$ cat src/rtl/wb_merge.sv
// Writeback merge: in-order pipe results take the register-file port; long-latency results queue in a
// FIFO and retire in idle slots. Optional busy_mask tracking is enabled with WB_BUSY_MASK_EN.
module wb_merge #(
    parameter int unsigned REG_NUMBER     = 32,
    parameter int unsigned REG_WIDTH      = 32,
    parameter int unsigned REG_ADDR_WIDTH = $clog2(REG_NUMBER),
    parameter int unsigned FIFO_DEPTH     = 4,
    parameter int unsigned STARVE_LIMIT   = 8
) (
    input  logic                          clk,
    input  logic                          rst_n,
    input  logic                          pipe_wb_valid,
    input  logic [REG_ADDR_WIDTH-1:0]     pipe_wb_addr,
    input  logic [REG_WIDTH-1:0]          pipe_wb_data,
    input  logic                          lu_valid,
    output logic                          lu_ready,
    input  logic [REG_ADDR_WIDTH-1:0]     lu_addr,
    input  logic [REG_WIDTH-1:0]          lu_data,
    output logic                          write_enable,
    output logic [REG_ADDR_WIDTH-1:0]     write_reg_addr,
    output logic [REG_WIDTH-1:0]          write_data,
    output logic [$clog2(FIFO_DEPTH):0]   fifo_count,
`ifdef WB_BUSY_MASK_EN
    output logic [REG_NUMBER-1:0]         busy_mask,
`endif
    output logic                          stall_req
);

    localparam int unsigned PtrW = $clog2(FIFO_DEPTH);
    localparam int unsigned CntW = PtrW + 1;
    localparam int unsigned StW  = $clog2(STARVE_LIMIT) + 1;

    logic [REG_ADDR_WIDTH-1:0] mem_addr_q [FIFO_DEPTH];
    logic [REG_WIDTH-1:0]      mem_data_q [FIFO_DEPTH];

    logic [PtrW-1:0]           rd_ptr_q, rd_ptr_d, wr_ptr_q, wr_ptr_d;
    logic [CntW-1:0]           count_q, count_d;
    logic [StW-1:0]            starve_q, starve_d;
    logic                      stall_q, stall_d;
    logic                      we_q, we_d;
    logic [REG_ADDR_WIDTH-1:0] waddr_q, waddr_d;
    logic [REG_WIDTH-1:0]      wdata_q, wdata_d;

    logic pipe_take, fifo_empty, pop, push;

    always_comb begin
        pipe_take  = pipe_wb_valid && (pipe_wb_addr != '0);
        fifo_empty = (count_q == '0);
        pop        = !pipe_take && !fifo_empty;
        lu_ready   = (count_q != CntW'(FIFO_DEPTH));
        // Address-0 results finish the handshake but are never stored.
        push       = lu_valid && lu_ready && (lu_addr != '0);

        rd_ptr_d = pop  ? rd_ptr_q + 1'b1 : rd_ptr_q;
        wr_ptr_d = push ? wr_ptr_q + 1'b1 : wr_ptr_q;
        count_d  = count_q + CntW'(push) - CntW'(pop);

        we_d    = pipe_take || pop;
        waddr_d = waddr_q;
        wdata_d = wdata_q;
        if (pipe_take) begin
            waddr_d = pipe_wb_addr;
            wdata_d = pipe_wb_data;
        end else if (pop) begin
            waddr_d = mem_addr_q[rd_ptr_q];
            wdata_d = mem_data_q[rd_ptr_q];
        end

        starve_d = starve_q;
        if (fifo_empty || pop) begin
            starve_d = '0;
        end else if (starve_q != StW'(STARVE_LIMIT - 1)) begin
            starve_d = starve_q + 1'b1;
        end

        stall_d = stall_q;
        if (pop) begin
            stall_d = 1'b0;
        end else if (!fifo_empty && (starve_q == StW'(STARVE_LIMIT - 1))) begin
            stall_d = 1'b1;
        end
    end

    always_ff @(posedge clk) begin
        if (push) begin
            mem_addr_q[wr_ptr_q] <= lu_addr;
            mem_data_q[wr_ptr_q] <= lu_data;
        end
    end

    always_ff @(posedge clk or negedge rst_n) begin
        if (!rst_n) begin
            rd_ptr_q <= '0;
            wr_ptr_q <= '0;
            count_q  <= '0;
            starve_q <= '0;
            stall_q  <= 1'b0;
            we_q     <= 1'b0;
            waddr_q  <= '0;
            wdata_q  <= '0;
        end else begin
            rd_ptr_q <= rd_ptr_d;
            wr_ptr_q <= wr_ptr_d;
            count_q  <= count_d;
            starve_q <= starve_d;
            stall_q  <= stall_d;
            we_q     <= we_d;
            waddr_q  <= waddr_d;
            wdata_q  <= wdata_d;
        end
    end

    assign write_enable   = we_q;
    assign write_reg_addr = waddr_q;
    assign write_data     = wdata_q;
    assign fifo_count     = count_q;
    assign stall_req      = stall_q;

`ifdef WB_BUSY_MASK_EN
    logic from_lu_q;

    always_ff @(posedge clk or negedge rst_n) begin
        if (!rst_n) begin
            from_lu_q <= 1'b0;
        end else begin
            from_lu_q <= pop;
        end
    end

    always_comb begin
        logic [PtrW-1:0] idx;
        busy_mask = '0;
        idx       = '0;
        for (int i = 0; i < FIFO_DEPTH; i++) begin
            idx = rd_ptr_q + PtrW'(i);
            if (CntW'(i) < count_q) begin
                busy_mask[mem_addr_q[idx]] = 1'b1;
            end
        end
        if (we_q && from_lu_q) begin
            busy_mask[waddr_q] = 1'b1;
        end
        busy_mask[0] = 1'b0;
    end
`endif

endmodule

$ cat config.mk
export PLATFORM = sky130hd
export DESIGN_NAME = wb_merge
export DESIGN_NICKNAME = d
export VERILOG_FILES = /design/src/rtl/wb_merge.sv
export SDC_FILE = /design/constraint.sdc
export NUM_CORES = 1
export LEC_CHECK = 0
export ABC_AREA = 1
export CAP_MARGIN = 20
export CORE_MARGIN = 5
export CORE_UTILIZATION = 40
export DETAILED_ROUTE_END_ITERATION = 8
export GPL_TIMING_DRIVEN = 0
export PLACE_DENSITY_LB_ADDON = 0.12
export REMOVE_ABC_BUFFERS = 1
export SYNTH_ARGS = -nofsm -noshare
export SYNTH_HDL_FRONTEND = slang
export SYNTH_SLANG_ARGS = --single-unit
export TNS_END_PERCENT = 20
$ cat constraint.sdc
create_clock -name clk -period 8.4 [get_ports clk]
set_input_delay 1.68 -clock clk [delete_from_list [all_inputs] [get_ports clk]]
set_output_delay 1.68 -clock clk [all_outputs]
set_load 0.02 [all_outputs]
==> run_summary.xml <==
<?xml version="1.0" encoding="UTF-8"?>
<metrics>
  <group name="clock_network">
    <metric name="cts-hold-fix-buffers" unit="">0</metric>
    <metric name="worst_setup_hold_path_clk_slew" unit="ns">0.07</metric>
    <metric name="cts-buffers-inserted" unit="">17</metric>
    <metric name="cts_tree" unit="">done</metric>
    <metric name="htree_levels" unit="">4</metric>
    <metric name="clkLatencyLatePin" unit="ns">0.42</metric>
    <metric name="tritoncts_num_sinks" unit="">198</metric>
    <metric name="cts.repair.resized" unit="">0</metric>
    <metric name="cts.root.buffer_cell" unit="">sky130_fd_sc_hd__clkbuf_16</metric>
    <metric name="clockBufferDepth" unit="">2</metric>
    <metric name="post-cts-setup-buffer-count" unit="">0</metric>
  </group>
  <group name="global_routing">
    <metric name="antenna_found_initial" unit="">1</metric>
    <metric name="grt_pass1_wl" unit="um">31700</metric>
    <metric name="vias_in_the_first_global_route" unit="">5829</metric>
    <metric name="grt_max_degree" unit="">78</metric>
    <metric name="grt-ovfl-total" unit="">0</metric>
    <metric name="track_usage" unit="">0.167</metric>
  </group>
  <group name="routing">
    <metric name="firstDrtPassIters" unit="">5</metric>
    <metric name="drt-vias-per-instance" unit="">4.69</metric>
    <metric name="drc" unit="">0</metric>
    <metric name="postRouteAntennaNets" unit="">0</metric>
    <metric name="dr.first_iter.drc_count" unit="">277</metric>
    <metric name="wl_per_cell" unit="um">15.8</metric>
    <metric name="final_wirelength" unit="um">19800</metric>
    <metric name="dr_total_vias" unit="">5873</metric>
  </group>
  <group name="sta">
    <metric name="fmax" unit="GHz">0.259</metric>
    <metric name="layout_worst_path_cycle_share" unit="">0.460</metric>
    <metric name="max_slew_margin" unit="">0.337</metric>
    <metric name="tns" unit="ns">0</metric>
    <metric name="worstMarginPinSlew" unit="ns">0.991</metric>
    <metric name="finalWorstPathRequiredPeriod" unit="ns">3.86</metric>
    <metric name="final_setup_fails" unit="">0</metric>
    <metric name="rsz0062_at_grt" unit="">false</metric>
    <metric name="skew" unit="ns">0.0107</metric>
    <metric name="slew_viol_final" unit="">0</metric>
    <metric name="finalHoldViolCount" unit="">0</metric>
  </group>
  <group name="floorplan">
    <metric name="fp.dieH" unit="um">157</metric>
    <metric name="floorplan.die.width" unit="um">157</metric>
    <metric name="rows" unit="">53</metric>
    <metric name="start_util" unit="">0.410</metric>
    <metric name="ioPinCount" unit="">121</metric>
    <metric name="die_area" unit="um^2">24700</metric>
    <metric name="design.core.area" unit="um^2">21200</metric>
  </group>
  <group name="power_and_ir_drop">
    <metric name="totalPowerFinal" unit="mW">3.47</metric>
    <metric name="power.density_cell_area" unit="nW/um^2">323</metric>
    <metric name="leakage" unit="nW">4.70</metric>
    <metric name="peakVddDrop" unit="uV">163</metric>
  </group>
  <group name="layout">
    <metric name="multiInputGateArea" unit="um^2">2190</metric>
    <metric name="area_growth" unit="%">24.2</metric>
    <metric name="final.fill_count" unit="">1981</metric>
    <metric name="layout-drive-gt1-share" unit="">0.0573</metric>
    <metric name="postLayoutCellArea" unit="um^2">10800</metric>
    <metric name="post-route-util" unit="">0.509</metric>
    <metric name="nets" unit="">1050</metric>
    <metric name="regArea" unit="um^2">5700</metric>
  </group>
  <group name="min_path">
    <metric name="worst_hold_startpoint" unit="">write_data[7]</metric>
    <metric name="holdPathStages" unit="">2</metric>
    <metric name="hold_end" unit="">write_data[7]</metric>
    <metric name="timing.hold.worst.class" unit="">register to register</metric>
  </group>
  <group name="logic_synthesis">
    <metric name="ff_latch_count_synth" unit="">198</metric>
    <metric name="number_of_warnings_issued_by_yosys" unit="">0</metric>
    <metric name="syn_area" unit="um^2">8660</metric>
    <metric name="synth_seq_area_share" unit="">0.657</metric>
    <metric name="netlist-cell-type-count" unit="">25</metric>
    <metric name="synthesis.instances" unit="">860</metric>
    <metric name="synthesis.area_per_instance" unit="um^2">10.1</metric>
  </group>
  <group name="setup_path">
    <metric name="reg2regPathDepth" unit="">9</metric>
    <metric name="worstPathRequired" unit="ns">8.71</metric>
    <metric name="critical_path_peak_fanout" unit="">75</metric>
    <metric name="critical_path.endpoint_type" unit="">register</metric>
    <metric name="worst-r2r-setup-slack" unit="ns">5.68</metric>
    <metric name="timing.critical_path.from_type" unit="">primary input</metric>
    <metric name="timing_worst_setup_path_type" unit="">primary input to register</metric>
    <metric name="r2r_end" unit="">fifo_count[2]</metric>
    <metric name="crit-reg2reg-launch" unit="">fifo_count[2]</metric>
    <metric name="cp_data_arrival_time" unit="ns">4.17</metric>
  </group>
  <group name="place">
    <metric name="placed_area" unit="um^2">10200</metric>
    <metric name="globalplace.congestion" unit="">0.727</metric>
    <metric name="portBuffers" unit="">120</metric>
    <metric name="dp_hpwl" unit="um">11800</metric>
  </group>
  <group name="job">
    <metric name="maxCapViolations" unit="">0</metric>
  </group>
  <group name="status">
    <metric name="status" unit="">finished clean</metric>
  </group>
</metrics>
## logic make-up after synthesis
group / Yosys count / synth area share
AND/OR/NAND/NOR: 456 / 0.229
flip-flops: 198 / 0.657
buffers and inverters: 189 / 0.0939
adder cells (fa/ha/maj): 8 / 0.0124
AO/OA/AOI/OAI: 5 / 0.00289
XOR/XNOR: 3 / 0.00303
multiplexers: 1 / 0.00116
## critical path, stage by stage
cell and delay [ns]:
sky130_fd_sc_hd__clkdlybuf4s50_1 0.81, sky130_fd_sc_hd__nand2_4 0.13, sky130_fd_sc_hd__buf_16 0.25, sky130_fd_sc_hd__nand2_2 0.15, sky130_fd_sc_hd__inv_1 0.09, sky130_fd_sc_hd__ha_1 0.28, sky130_fd_sc_hd__inv_1 0.04, sky130_fd_sc_hd__ha_1 0.17
sky130_fd_sc_hd__fa_1 0.38, sky130_fd_sc_hd__xor2_1 0.17
## cell type report
| class | instances | share of cell area |
|---|---|---|
| flip-flops and latches | 198 | 0.530 |
| multi-input cells | 473 | 0.204 |
| repair buffers | 128 | 0.127 |
| inverters | 146 | 0.0512 |
| clock buffers | 18 | 0.0399 |
| well taps | 275 | 0.0320 |
| clock inverters | 14 | 0.0160 |
| diodes | 1 | 0.000233 |
## power breakdown
part           total, mW  internal, mW  switching [mW]
Clock              0.830         0.472           0.357
Sequential          1.47          1.31           0.162
Combinational       1.18         0.454           0.721
Total               3.47          2.23            1.24
## synthesized netlist by cell type (all sizes together)
cell | number | area share
nand2 | 248 | 0.11
nand3 | 193 | 0.11
edfxtp | 148 | 0.51
xor2 | 1 | 0.0010
dfrtp | 50 | 0.14
fa | 1 | 0.0023
clkbuf | 4 | 0.0017
ha | 7 | 0.010
a21oi | 2 | 0.0012
and2 | 1 | 0.00072
buf | 39 | 0.029
o21ai | 3 | 0.0017
inv | 146 | 0.063
mux2i | 1 | 0.0012
nor3 | 1 | 0.00058
nor2 | 12 | 0.0058
or2 | 1 | 0.00072
xnor2 | 2 | 0.0020
## metrics by stage
| stage | std cells | setup slack, ns | hold WS [ns] |
|---|---|---|---|
| after global routing | 1252 | 4.40 | 0.531 |
| after global placement | 1212 | 2.09 | 0.493 |
| final | 1253 | 4.54 | 0.508 |
| after detailed placement | 1220 | 4.11 | 0.497 |
| after CTS | 1252 | 4.55 | 0.515 |
| after floorplan | 817 | 4.42 | 0.492 |
## layout by cell type, fill, tap and decap left out, types with 2 or more instances in the layout
cell / n
sky130_fd_sc_hd__xnor2_1: 2
sky130_fd_sc_hd__nand2_1: 244
sky130_fd_sc_hd__bufinv_16: 3
sky130_fd_sc_hd__a21oi_1: 2
sky130_fd_sc_hd__inv_2: 2
sky130_fd_sc_hd__inv_6: 3
sky130_fd_sc_hd__nand3_1: 192
sky130_fd_sc_hd__nand2_2: 3
sky130_fd_sc_hd__nor2_1: 6
sky130_fd_sc_hd__nor2_2: 2
sky130_fd_sc_hd__edfxtp_1: 148
sky130_fd_sc_hd__ha_1: 7
sky130_fd_sc_hd__clkinvlp_4: 3
sky130_fd_sc_hd__buf_12: 6
sky130_fd_sc_hd__clkbuf_16: 17
sky130_fd_sc_hd__clkdlybuf4s50_1: 119
sky130_fd_sc_hd__inv_1: 143
sky130_fd_sc_hd__buf_16: 2
sky130_fd_sc_hd__dfrtp_1: 48
sky130_fd_sc_hd__nor2_4: 4
sky130_fd_sc_hd__o21ai_0: 3
sky130_fd_sc_hd__clkinv_2: 2
## layer usage
metal  part of all wire  global-route usage
met1               0.45               0.223
met5            0.00086                   0
met4              0.012              0.0447
met2               0.48               0.280
met3              0.052              0.0333
## worst max-delay path by stage
stage                  start                 to  slack [ns]
2_1_floorplan       lu_valid   mem_addr_q[0][0]        4.42
3_3_place_gp      lu_addr[0]  mem_data_q[2][18]        2.09
3_5_place_dp   pipe_wb_valid      fifo_count[2]        4.11
4_1_cts        pipe_wb_valid      fifo_count[2]        4.55
5_1_grt        pipe_wb_valid      fifo_count[2]        4.40
6_report       pipe_wb_valid      fifo_count[2]        4.54
## state kept, by name, summed over array words and instances (netlist names)
register        count
write_reg_addr      5
mem_data_q        128
mem_addr_q         20
write_data         32
starve_q            4
write_enable        1
wr_ptr_q            2
rd_ptr_q            2
fifo_count          3
stall_req           1
No activity file was read; power rests on OpenSTA's default activity.
